--- src/rtl/des_pkg.sv ---
// Shared DES key-schedule constants: permutation tables, shift schedule and FSM states.
package des_pkg;

    typedef enum logic {
        IDLE = 1'b0,
        RUN  = 1'b1
    } state_t;

    // Entries are 1-based FIPS bit numbers of the 64-bit key (bit 1 = MSB)
    localparam int unsigned PC1_TABLE [56] = '{
        57, 49, 41, 33, 25, 17,  9,
         1, 58, 50, 42, 34, 26, 18,
        10,  2, 59, 51, 43, 35, 27,
        19, 11,  3, 60, 52, 44, 36,
        63, 55, 47, 39, 31, 23, 15,
         7, 62, 54, 46, 38, 30, 22,
        14,  6, 61, 53, 45, 37, 29,
        21, 13,  5, 28, 20, 12,  4
    };

    // Entries are 1-based bit numbers of the 56-bit C||D value (bit 1 = MSB)
    localparam int unsigned PC2_TABLE [48] = '{
        14, 17, 11, 24,  1,  5,
         3, 28, 15,  6, 21, 10,
        23, 19, 12,  4, 26,  8,
        16,  7, 27, 20, 13,  2,
        41, 52, 31, 37, 47, 55,
        30, 40, 51, 45, 33, 48,
        44, 49, 39, 56, 34, 53,
        46, 42, 50, 36, 29, 32
    };

    // Bit r set means round r uses a single-bit rotation, otherwise two bits
    localparam logic [15:0] SHIFT_ONE = 16'h8103;

endpackage

--- src/rtl/des_key_schedule_if.sv ---
// Load request and subkey stream signals between a key consumer and the schedule.
interface des_key_schedule_if;

    logic        start;
    logic        decrypt;
    logic [63:0] key;
    logic        out_ready;
    logic [47:0] subkey;
    logic [3:0]  round;
    logic        out_valid;
    logic        busy;
    logic        done;

    modport master (
        output start, decrypt, key, out_ready,
        input  subkey, round, out_valid, busy, done
    );

    modport slave (
        input  start, decrypt, key, out_ready,
        output subkey, round, out_valid, busy, done
    );

endinterface

--- src/rtl/des_pc2.sv ---
// Combinational PC-2 compression of the 56-bit C||D register into a 48-bit subkey.
module des_pc2
    import des_pkg::*;
(
    input  logic [55:0] cd,
    output logic [47:0] subkey
);

    always_comb begin
        subkey = '0;
        for (int i = 0; i < 48; i++) begin
            subkey[47 - i] = cd[56 - PC2_TABLE[i]];
        end
    end

endmodule

--- src/rtl/des_key_schedule.sv ---
// DES round-key generator: loads PC-1 of the key and streams 16 subkeys in
// encrypt or decrypt order under a valid/ready handshake.
module des_key_schedule
    import des_pkg::*;
(
    input  logic               clk,
    input  logic               rst_n,
    des_key_schedule_if.slave  bus
);

    state_t      state_q, state_d;
    logic [27:0] c_q, c_d;
    logic [27:0] d_q, d_d;
    logic [3:0]  round_q, round_d;
    logic        decrypt_q, decrypt_d;
    logic        done_q, done_d;
    logic [55:0] pc1_key;
    logic [3:0]  round_up;
    logic [3:0]  round_down;

    function automatic logic [27:0] rot28(input logic [27:0] x, input logic left,
                                          input logic two);
        case ({left, two})
            2'b10:   rot28 = {x[26:0], x[27]};
            2'b11:   rot28 = {x[25:0], x[27:26]};
            2'b00:   rot28 = {x[0], x[27:1]};
            default: rot28 = {x[1:0], x[27:2]};
        endcase
    endfunction

    always_comb begin
        pc1_key = '0;
        for (int i = 0; i < 56; i++) begin
            pc1_key[55 - i] = bus.key[64 - PC1_TABLE[i]];
        end
    end

    assign round_up   = round_q + 4'd1;
    assign round_down = round_q - 4'd1;

    always_comb begin
        state_d   = state_q;
        c_d       = c_q;
        d_d       = d_q;
        round_d   = round_q;
        decrypt_d = decrypt_q;
        done_d    = 1'b0;
        case (state_q)
            IDLE: begin
                if (bus.start) begin
                    state_d   = RUN;
                    decrypt_d = bus.decrypt;
                    // Decrypt starts at round 15, whose C/D equal unrotated PC-1 (28 total shifts)
                    if (bus.decrypt) begin
                        c_d     = pc1_key[55:28];
                        d_d     = pc1_key[27:0];
                        round_d = 4'd15;
                    end else begin
                        c_d     = rot28(pc1_key[55:28], 1'b1, 1'b0);
                        d_d     = rot28(pc1_key[27:0], 1'b1, 1'b0);
                        round_d = 4'd0;
                    end
                end
            end
            RUN: begin
                if (bus.out_ready) begin
                    if (decrypt_q ? (round_q == 4'd0) : (round_q == 4'd15)) begin
                        state_d = IDLE;
                        done_d  = 1'b1;
                    end else if (decrypt_q) begin
                        round_d = round_down;
                        c_d     = rot28(c_q, 1'b0, ~SHIFT_ONE[round_q]);
                        d_d     = rot28(d_q, 1'b0, ~SHIFT_ONE[round_q]);
                    end else begin
                        round_d = round_up;
                        c_d     = rot28(c_q, 1'b1, ~SHIFT_ONE[round_up]);
                        d_d     = rot28(d_q, 1'b1, ~SHIFT_ONE[round_up]);
                    end
                end
            end
            default: state_d = IDLE;
        endcase
    end

    always_ff @(posedge clk or negedge rst_n) begin
        if (!rst_n) begin
            state_q   <= IDLE;
            c_q       <= '0;
            d_q       <= '0;
            round_q   <= '0;
            decrypt_q <= 1'b0;
            done_q    <= 1'b0;
        end else begin
            state_q   <= state_d;
            c_q       <= c_d;
            d_q       <= d_d;
            round_q   <= round_d;
            decrypt_q <= decrypt_d;
            done_q    <= done_d;
        end
    end

    des_pc2 u_pc2 (
        .cd     ({c_q, d_q}),
        .subkey (bus.subkey)
    );

    assign bus.round     = round_q;
    assign bus.out_valid = (state_q == RUN);
    assign bus.busy      = (state_q == RUN);
    assign bus.done      = done_q;

endmodule

--- src/flat_wrapper.sv ---
// flat-port wrapper written by rule: the top's interface ports become plain ports
module des_key_schedule_flat import des_pkg::*;
  (clk, rst_n, bus_start, bus_decrypt, bus_key, bus_out_ready, bus_subkey, bus_round, bus_out_valid, bus_busy, bus_done);
  des_key_schedule_if bus_i ();
  input  logic clk;
  input  logic rst_n;
  input wire logic [$bits(bus_i.start)-1:0] bus_start;
  input wire logic [$bits(bus_i.decrypt)-1:0] bus_decrypt;
  input wire logic [$bits(bus_i.key)-1:0] bus_key;
  input wire logic [$bits(bus_i.out_ready)-1:0] bus_out_ready;
  output wire logic [$bits(bus_i.subkey)-1:0] bus_subkey;
  output wire logic [$bits(bus_i.round)-1:0] bus_round;
  output wire logic [$bits(bus_i.out_valid)-1:0] bus_out_valid;
  output wire logic [$bits(bus_i.busy)-1:0] bus_busy;
  output wire logic [$bits(bus_i.done)-1:0] bus_done;
  assign bus_i.start = bus_start;
  assign bus_i.decrypt = bus_decrypt;
  assign bus_i.key = bus_key;
  assign bus_i.out_ready = bus_out_ready;
  assign bus_subkey = bus_i.subkey;
  assign bus_round = bus_i.round;
  assign bus_out_valid = bus_i.out_valid;
  assign bus_busy = bus_i.busy;
  assign bus_done = bus_i.done;
  des_key_schedule u_core (.clk(clk), .rst_n(rst_n), .bus(bus_i));
endmodule
--- config.mk ---
export PLATFORM = sky130hd
export DESIGN_NAME = des_key_schedule_flat
export DESIGN_NICKNAME = d
export VERILOG_FILES = /design/src/rtl/des_pkg.sv /design/src/rtl/des_key_schedule_if.sv /design/src/rtl/des_pc2.sv /design/src/rtl/des_key_schedule.sv /design/src/flat_wrapper.sv
export SDC_FILE = /design/constraint.sdc
export NUM_CORES = 1
export LEC_CHECK = 0
export BUFFER_PORTS_ARGS = -buffer_cell sky130_fd_sc_hd__buf_4
export CAP_MARGIN = 20
export CORE_MARGIN = 3
export CORE_UTILIZATION = 52
export CTS_BUF_LIST = sky130_fd_sc_hd__clkbuf_16
export DETAILED_ROUTE_END_ITERATION = 8
export PLACE_DENSITY = 0.82
export SETUP_SLACK_MARGIN = 0.02
export SYNTH_ARGS = -nofsm -noshare
export SYNTH_HDL_FRONTEND = slang
export SYNTH_SLANG_ARGS = --single-unit
export TNS_END_PERCENT = 100
--- constraint.sdc ---
create_clock -name clk -period 2.5 [get_ports clk]
set_clock_uncertainty 0.2 [all_clocks]
set_input_delay 0.25 -clock clk [delete_from_list [all_inputs] [get_ports clk]]
set_output_delay 0.25 -clock clk [all_outputs]
set_load 0.02 [all_outputs]
[Yosys cells after proc, flatten, opt, wreduce, memory -nomap -nowiden]
Memories as Yosys holds them, arrays and structs flattened.
Index checks and enable logic that the tools add are counted.
Storage, ports and cells
  ROM bits: 32
  memories: 2
  logic and storage cells: 53
  output and inout bits: 55
  input port bits: 69
  register bits after elaboration: 63
Memories
  (name not given): words 16, bits a word 1, rd ports 1, clocked after memory_dff 0, write ports 0, line des_key_schedule.sv:72  | c_d = rot28(c_q, 1'b0, ~SHIFT_ONE[round_q]);
  (name not given): words 16, bits a word 1, rd ports 1, clocked after memory_dff 0, write ports 0, line des_key_schedule.sv:76  | c_d = rot28(c_q, 1'b1, ~SHIFT_ONE[round_up]);
Cells by class
  reduce and logical (&&, ||, !) cells: 3
  order comparisons: 2
  bitwise operators: 2
  eq/ne operators: 4
  multiplexer cells: 32
  add/sub/neg operators: 2
Operators with widths (count)
  28-bit two-way mux: 12
  28-bit case mux with 2 select lines: 4
  4-bit two-way mux: 5
  4-bit by 5-bit < comparator with 1-bit output (second input constant): 2
  1-bit two-way mux: 9
  4-bit case mux with 2 select lines: 1
  2-bit inequality test (second input constant): 3
  4-bit by 1-bit adder with 4-bit output (second input constant): 1
  4-bit == test (second input constant): 1
  4-bit logical NOT: 1
  4-bit by 1-bit subtractor with 4-bit output (second input constant): 1
  3-bit AND reduction: 1
  1-bit inverter: 2
  1-bit case mux with 2 select lines: 1
  2-bit AND reduction: 1

[Longest topological paths before layout]
Gate-level depths: netlist of run 1.
  depth in word-level cells: 9
  mapped depth: 10
  mapped depth without buffers: 7

[Cells and area by module]
Synthesis of run 1 repeated with hierarchy kept, for this count alone.
Second synthesis, totals
  cell total of the unflattened synthesis: 620
  area, all modules: 5749.3 µm²
Modules (own cells, without submodules)
  des_key_schedule: instances 1, area each 5388.9 µm², sequential area each 1576.5 µm², cells each 572
  des_pc2: instances 1, area each 360.3 µm², sequential area each 0.0 µm², cells each 48

[Least setup slack after synthesis of run 1]
No wires, ideal clock.
  path type: reg2reg
  start point: register u_core.round_q[1] (netlist: u_core.bus.round[1])
  end point: register u_core.d_q[15]
  setup slack: -0.010 ns
  cell stages (with the launch flop): 10
  buffers on the path: 3
  period minus slack after synthesis: 2.510 ns
  data arrival time: 2.228 ns
  cell sequence: dfrtp_1 ha_1 buf_2 xnor2_1 and2_1 buf_2 clkbuf_1 nand2_1 mux2_4 a31oi_1
On the way
  longest elaborated chain between the ends: 9
  elaborated cells on any way between the ends: 17
  classes of those cells: add/sub: 1; eq/ne: 2; mux: 9; bitwise: 1; reduce/logical: 2; memory: 2
Ends and longest elaborated chain
  start, declared: line des_key_schedule.sv:14  | logic [3:0] round_q, round_d;
  start signal, assigned: line des_key_schedule.sv:97  | round_q <= round_d;
  4-bit by 1-bit adder with 4-bit output: line des_key_schedule.sv:38  | assign round_up = round_q + 4'd1;
  memory 16 x 1 bit
  1-bit two-way mux (not written as such): line des_key_schedule.sv:77  | d_d = rot28(d_q, 1'b1, ~SHIFT_ONE[round_up]);
  1-bit inverter: line des_key_schedule.sv:77
  28-bit case mux with 2 select lines: line des_key_schedule.sv:23  | case ({left, two})
  28-bit two-way mux: line des_key_schedule.sv:70  | end else if (decrypt_q) begin
  28-bit two-way mux: line des_key_schedule.sv:67  | if (decrypt_q ? (round_q == 4'd0) : (round_q == 4'd15)) begin
  28-bit two-way mux: line des_key_schedule.sv:66  | if (bus.out_ready) begin
  28-bit case mux with 2 select lines: line des_key_schedule.sv:48  | case (state_q)
  end signal, assigned: line des_key_schedule.sv:89  | d_q <= '0;
  end signal, assigned: line des_key_schedule.sv:96  | d_q <= d_d;
  end, declared: line des_key_schedule.sv:13  | logic [27:0] d_q, d_d;
Several ways; a longest one is shown, not always the timed one. The select of a mux whose other input is x is not followed.
A chain may end at the register's enable or synchronous reset.

[Worst setup path in the final report of run 1]
  start point: register u_core.round_q[0] (netlist: u_core.bus.round[0])
  end point: register u_core.c_q[27]
On the way
  longest elaborated chain between the ends: 9
  elaborated cells on any way between the ends: 17
  classes of those cells: add/sub: 1; eq/ne: 2; mux: 9; bitwise: 1; reduce/logical: 2; memory: 2
Ends and longest elaborated chain
  4-bit by 1-bit adder with 4-bit output: line des_key_schedule.sv:38
  memory 16 x 1 bit
  1-bit two-way mux
  1-bit inverter
  28-bit case mux with 2 select lines: line des_key_schedule.sv:23
  28-bit two-way mux: line des_key_schedule.sv:70
  28-bit two-way mux: line des_key_schedule.sv:67
  28-bit two-way mux: line des_key_schedule.sv:66
  28-bit case mux with 2 select lines: line des_key_schedule.sv:48
  end signal, assigned: line des_key_schedule.sv:88  | c_q <= '0;
  end signal, assigned: line des_key_schedule.sv:95  | c_q <= c_d;
  end, declared: line des_key_schedule.sv:12  | logic [27:0] c_q, c_d;
Several ways; a longest one is shown, not always the timed one. The select of a mux whose other input is x is not followed.

==> out/results.tsv, run 1 <==
metric	value	unit
status	complete, no violations	
grt_pass1_wl	33100	um
multiInputGateArea	4500	um2
fin_crit	2.40	ns
syn_to_final_growth	15.7	%
synthTopCellsByArea	dfrtp_1, mux2_4, mux2i_1	
vias_per_cell	6.74	
grt_pass1_vias	6630	
seq_area	1580	um2
core_area	12700	um2
synth_area	6830	um2
synth_flop_cell	dfrtp_1	
min_period_over_period	96.1	%
critical_path.max_stage_delay	0.41	ns
clock-sinks	63	
arrival	2.42	ns
synth_cells	834	
synth_area_per_cell	8.19	um2
cts-buffers-inserted	9	
min_path_cells	3	
synth_edf_count	0	
worstPathCellList	inv_1 -> ha_1 -> nor3_1 -> a311o_1 -> o311ai_2 -> or3_1 -> a31o_2	
fp-row-count	41	
fin_setup_tns	0	ns
wl_per_cell	19.4	um
final_net_count	938	
p_leak	3.49	nW
yosysMostFrequentCell	a31oi_1	
synth_commonest_cells	a31oi_1, nor2_1, clkbuf_1, mux2i_1, dfrtp_1	
dpl_cell_area	7610	um2
grt_usage	27.5	%
synth_top_area_cell	dfrtp_1	
max_slew.worst_pin.slew	0.561	ns
final_area	7910	um2
ios	124	
place.gp.congestion	0.860	
cts_tree	done	
crit_slowest_cell	dfrtp_2	
cts_max_level	3	
end_kind	flop	
drive_above_1_share	27.4	%
num_vias	7010	
ff2ff_path_depth	7	
clock_latency	0.34	ns
first_pass_iters	6	
nFillCells	1146	
ys_ff_latch	63	
fmax	416	MHz
hold_violations	0	
drv_slew	0	
yosys_warnings	0	
overflow	0	
die_w	121	um
cts.path.max_buffers	2	
synth_top_area_share	23.1	%
postCtsSetupBuffers	0	
ys_types	50	
numPortBuffers	115	
antenna_cells	0	
synthesis.nets	909	
synth_seq_area_share	23.1	%
path_max_fanout	7	
wl	20100	um
hpwlAfterDp	13200	um
rsz0062_at_grt	no	
die_area	14500	um2
die_h	121	um
setup_viol	0	
clkTransAtPathRegs	0.06	ns
critPathLaunchType	flop	
crit_type	flop to flop	
worstPathRequired	2.52	ns
ir_drop	867	uV
hp-class	input port to flop	
dr.first_iter.drc_count	932	
cts-root-buf	clkbuf_16	
power_density	1710	nW/um2
grt_max_degree	101	
initial_utilization	53.7	%
synthArstFlopShare	100	%
route.detailed.drc	0	
maxCapViolCount	0	
antenna_found_initial	0	
slew_headroom	62.5	%
ant_nets	0	
## area by class of cell
type	instances	share of cell area (%)
clock buffers	9	2.85
clock inverters	7	0.696
inverters	6	0.285
multi-input cells	627	56.9
flip-flops and latches	63	20.0
well taps	172	2.72
repair buffers	156	16.6
## worst paths after layout
path                                                       from                               to  slack [ns]
worst max register to register  u_core.bus.round[0]$_DFFE_PN0P_       u_core.c_q[27]$_DFFE_PN0P_         0.1
worst min-delay path                                bus_decrypt     u_core.decrypt_q$_DFFE_PN0P_        0.15
min in group asynchronous                                 rst_n        u_core.d_q[7]$_DFFE_PN0P_        0.24
worst max-delay path            u_core.bus.round[0]$_DFFE_PN0P_       u_core.c_q[27]$_DFFE_PN0P_         0.1
max in group asynchronous                                 rst_n       u_core.c_q[16]$_DFFE_PN0P_        1.23
worst min register to register        u_core.bus.busy$_DFF_PN0_  u_core.bus.round[1]$_DFFE_PN0P_        0.41
## placed cells by master, fill, tap and decap left out, types with 4 or more instances in the layout
cell type	instances
a211oi_1	8
inv_1	6
a221oi_1	48
nand3_1	7
clkinv_1	4
nor2_1	67
a21oi_1	58
dfrtp_1	60
and3_1	50
o21ai_0	7
buf_4	144
o221a_2	4
mux2_4	49
a31o_2	4
clkbuf_16	9
a31oi_1	102
nor3_1	6
mux2i_1	63
ha_1	5
buf_12	11
nand2_1	59
o22ai_1	50
## state kept, by name, indices dropped and copies added (netlist names)
signal,cells
u_core.c_q,28
u_core.bus.round,4
u_core.bus.busy,1
u_core.d_q,28
u_core.decrypt_q,1
u_core.bus.done,1
## routing by layer
layer  GRT usage (%)  vias to the layer above  share of wire [%]
li1                -                     3235                  -
met1            36.6                     3343                 42
met2            45.5                      404                 47
met3            4.72                       28                9.5
met4            8.64                        0                1.3
met5               0                        -                  0
## metrics by stage
stage | util [%] | worst slack (ns) | hold WS, ns | total power, mW | std cells
floorplan | - | -0.00978 | -0.246 | 9.87 | 834
global placement | 59.8 | 0.141 | 0.0593 | 11.9 | 1023
detailed placement | 59.8 | 0.0768 | 0.0665 | 12.1 | 1023
CTS | 62.1 | 0.0755 | 0.142 | 13.4 | 1040
global route | 62.1 | 0.0304 | 0.173 | 14.4 | 1040
finish | 62.1 | 0.0983 | 0.148 | 13.5 | 1040
## critical path, delay by kind of cell (launching register included)
family	cells	cell delay [ns]
AO/OA/AOI/OAI	3	0.61
buffers and inverters	1	0.11
adder cells (fa/ha/maj)	1	0.36
AND/OR/NAND/NOR	2	0.59
flip-flops	1	0.41
## what timing repair did
action | 4_1_cts | 5_1_grt
hold endpoints to repair | 37 | 0
hold buffers | 1 | 0
resized for setup | 0 | 3
endpoints found under the setup margin | 0 | 52
## where the power goes
part,switching [mW],leakage (nW),internal [mW]
Combinational,5.04,2.64,4.56
Sequential,1.12,0.702,1.57
Clock,0.471,0.143,0.754
Total,6.62,3.49,6.88
## cell families (layout without fill, tap and decap cells)
family / after synthesis / in the layout / synth area share (%)
compound gates: 296 / 296 / 29.2
simple gates: 208 / 208 / 14.3
buf+inv: 144 / 178 / 11.6
mux: 114 / 114 / 20.3
flops: 63 / 63 / 23.1
fa+ha+maj: 6 / 6 / 1.10
xor+xnor: 3 / 3 / 0.385
Note: power is estimated with default switching activity, not from simulation.
==> run 2: changes to the inputs <==
Settings changed: RECOVER_POWER set to 100.
==> run 2 against run 1 <==
- combinational power decreased by 3.6%
- non-clock buffer count unchanged
- sequential power about the same
- via count decreased by 0.54%
- critical path type unchanged
- highest routed layer unchanged
==> out/results.tsv, run 2 (same netlist as run 1, synthesis figures left out) <==
metric	value	unit	change
fin_cells	1040		unchanged
final_net_count	938		unchanged
end_kind	flop		unchanged
path_max_fanout	7		unchanged
rsz0062_at_grt	no		unchanged
maxCapViolCount	0		unchanged
finalPower	13.1	mW	was 13.5 mW
hpwlAfterDp	13200	um	unchanged
initial_utilization	53.7	%	unchanged
crit_type	flop to flop		unchanged
min_period_over_period	95.6	%	was 96.1%
wl_met3	1850	um	was 1910 um
die_w	121	um	unchanged
status	complete, no violations		unchanged
hp-class	input port to flop		unchanged
cts-root-buf	clkbuf_16		unchanged
dr.first_iter.drc_count	927		was 932
first_pass_iters	6		unchanged
r2r_slack	0.11	ns	was 0.1 ns
max_slew.worst_pin.slew	1.06	ns	was 0.561 ns
holdPathEnd	u_core.decrypt_q$_DFFE_PN0P_		unchanged
setup_viol	0		unchanged
drive_above_1_share	21.1	%	was 27.4%
fin_crit	2.39	ns	was 2.40 ns
hold_violations	0		unchanged
syn_to_final_growth	12.5	%	was 15.7%
place.gp.congestion	0.860		unchanged
fin_ws	0.110	ns	was 0.0983 ns
grt_pass1_vias	6630		unchanged
top_layer	met4		unchanged
num_vias	6972		was 7010
wl_met1	8600	um	was 8460 um
critPathLaunchType	flop		unchanged
core_area	12700	um2	unchanged
p_leak	3.29	nW	was 3.49 nW
cts_max_level	3		unchanged
fin_setup_tns	0	ns	unchanged
ios	124		unchanged
grt_pass1_wl	33100	um	unchanged
cts_tree	done		unchanged
placedCellCount	1023		unchanged
arrival	2.41	ns	was 2.42 ns
antenna_cells	0		unchanged
clock-sinks	63		unchanged
cts.path.max_buffers	2		unchanged
hp-start	bus_decrypt		unchanged
reg2reg_to	u_core.c_q[27]$_DFFE_PN0P_		unchanged
route.detailed.drc	0		unchanged
met2_length	9670	um	was 9510 um
grt_max_degree	101		unchanged
worstPathRequired	2.52	ns	about the same
vias_per_cell	6.70		was 6.74
fin_util	60.4	%	was 62.1%
wl_per_cell	19.6	um	was 19.4 um
die_h	121	um	unchanged
final_cell_mix	a31oi_1, buf_4, nor2_1		was buf_4, a31oi_1, nor2_1
power_density	1710	nW/um2	about the same
die_area	14500	um2	unchanged
min_path_cells	3		unchanged
dp_slack	0.0768	ns	unchanged
grt_usage	27.5	%	unchanged
slew_headroom	29.0	%	was 62.5%
ff2ff_path_depth	7		unchanged
overflow	0		unchanged
numPortBuffers	115		unchanged
cp-startpoint	u_core.bus.round[0]$_DFFE_PN0P_		unchanged
final_common_cell	a31oi_1		was buf_4
fp-row-count	41		unchanged
antenna_found_initial	0		unchanged
drv_slew	0		unchanged
wl	20300	um	was 20100 um
clock_latency	0.34	ns	about the same
cts-buffers-inserted	9		unchanged
ir_drop	855	uV	was 867 uV
fmax	418	MHz	was 416 MHz
r2r-start	u_core.bus.round[0]$_DFFE_PN0P_		unchanged
ant_nets	0		unchanged
clkTransAtPathRegs	0.06	ns	about the same
-- run 2: metal layers --
| layer | vias up | track usage, % |
|---|---|---|
| li1 | 3234 | - |
| met4 | 0 | 8.64 |
| met3 | 21 | 4.72 |
| met1 | 3324 | 36.6 |
| met5 | - | 0 |
| met2 | 393 | 45.5 |
-- run 2: critical path: stages, from the launching register on --
cell      delay (ns)
dfrtp_2         0.41
inv_1           0.11
ha_1            0.36
nor3_1          0.22
a311o_1         0.16
o311ai_2        0.20
or3_1           0.36
a31o_2          0.25
-- run 2: metrics by stage --
step           hold WS, ns  instance area (um2)
2_1_floorplan       -0.246                 6830
3_3_place_gp        0.0593                 7610
3_5_place_dp        0.0665                 7610
6_report             0.156                 7680
4_1_cts              0.142                 7900
5_1_grt              0.181                 7680
-- run 2: area by class of cell --
cell class / instances / area, um2
fillers: 1207 / 5040
multi-input cells: 627 / 4490
flip-flops and latches: 63 / 1580
repair buffers: 156 / 1100
clock buffers: 9 / 225
well taps: 172 / 215
clock inverters: 7 / 55.1
inverters: 6 / 22.5
-- run 2: timing repair --
item	4_1_cts	5_1_grt
resized for setup	0	3
setup endpoints to repair	0	52
endpoints found under the hold margin	37	0
setup buffers	0	0
hold buffers	1	0
-- run 2: worst max path at each step --
stage,endpoint,cells after the start
after global placement,u_core.c_q[25]$_DFFE_PN0P_,6
after floorplan,u_core.d_q[15]$_DFFE_PN0P_,9
after global routing,u_core.c_q[17]$_DFFE_PN0P_,8
after CTS,u_core.d_q[11]$_DFFE_PN0P_,6
after detailed placement,u_core.d_q[11]$_DFFE_PN0P_,6
final,u_core.c_q[27]$_DFFE_PN0P_,7
-- run 2: power by group --
group	leakage (nW)	total, mW	switching (mW)	internal [mW]
clock	0.143	1.23	0.472	0.754
sequential	0.702	2.69	1.12	1.57
combinational	2.45	9.24	5.04	4.20
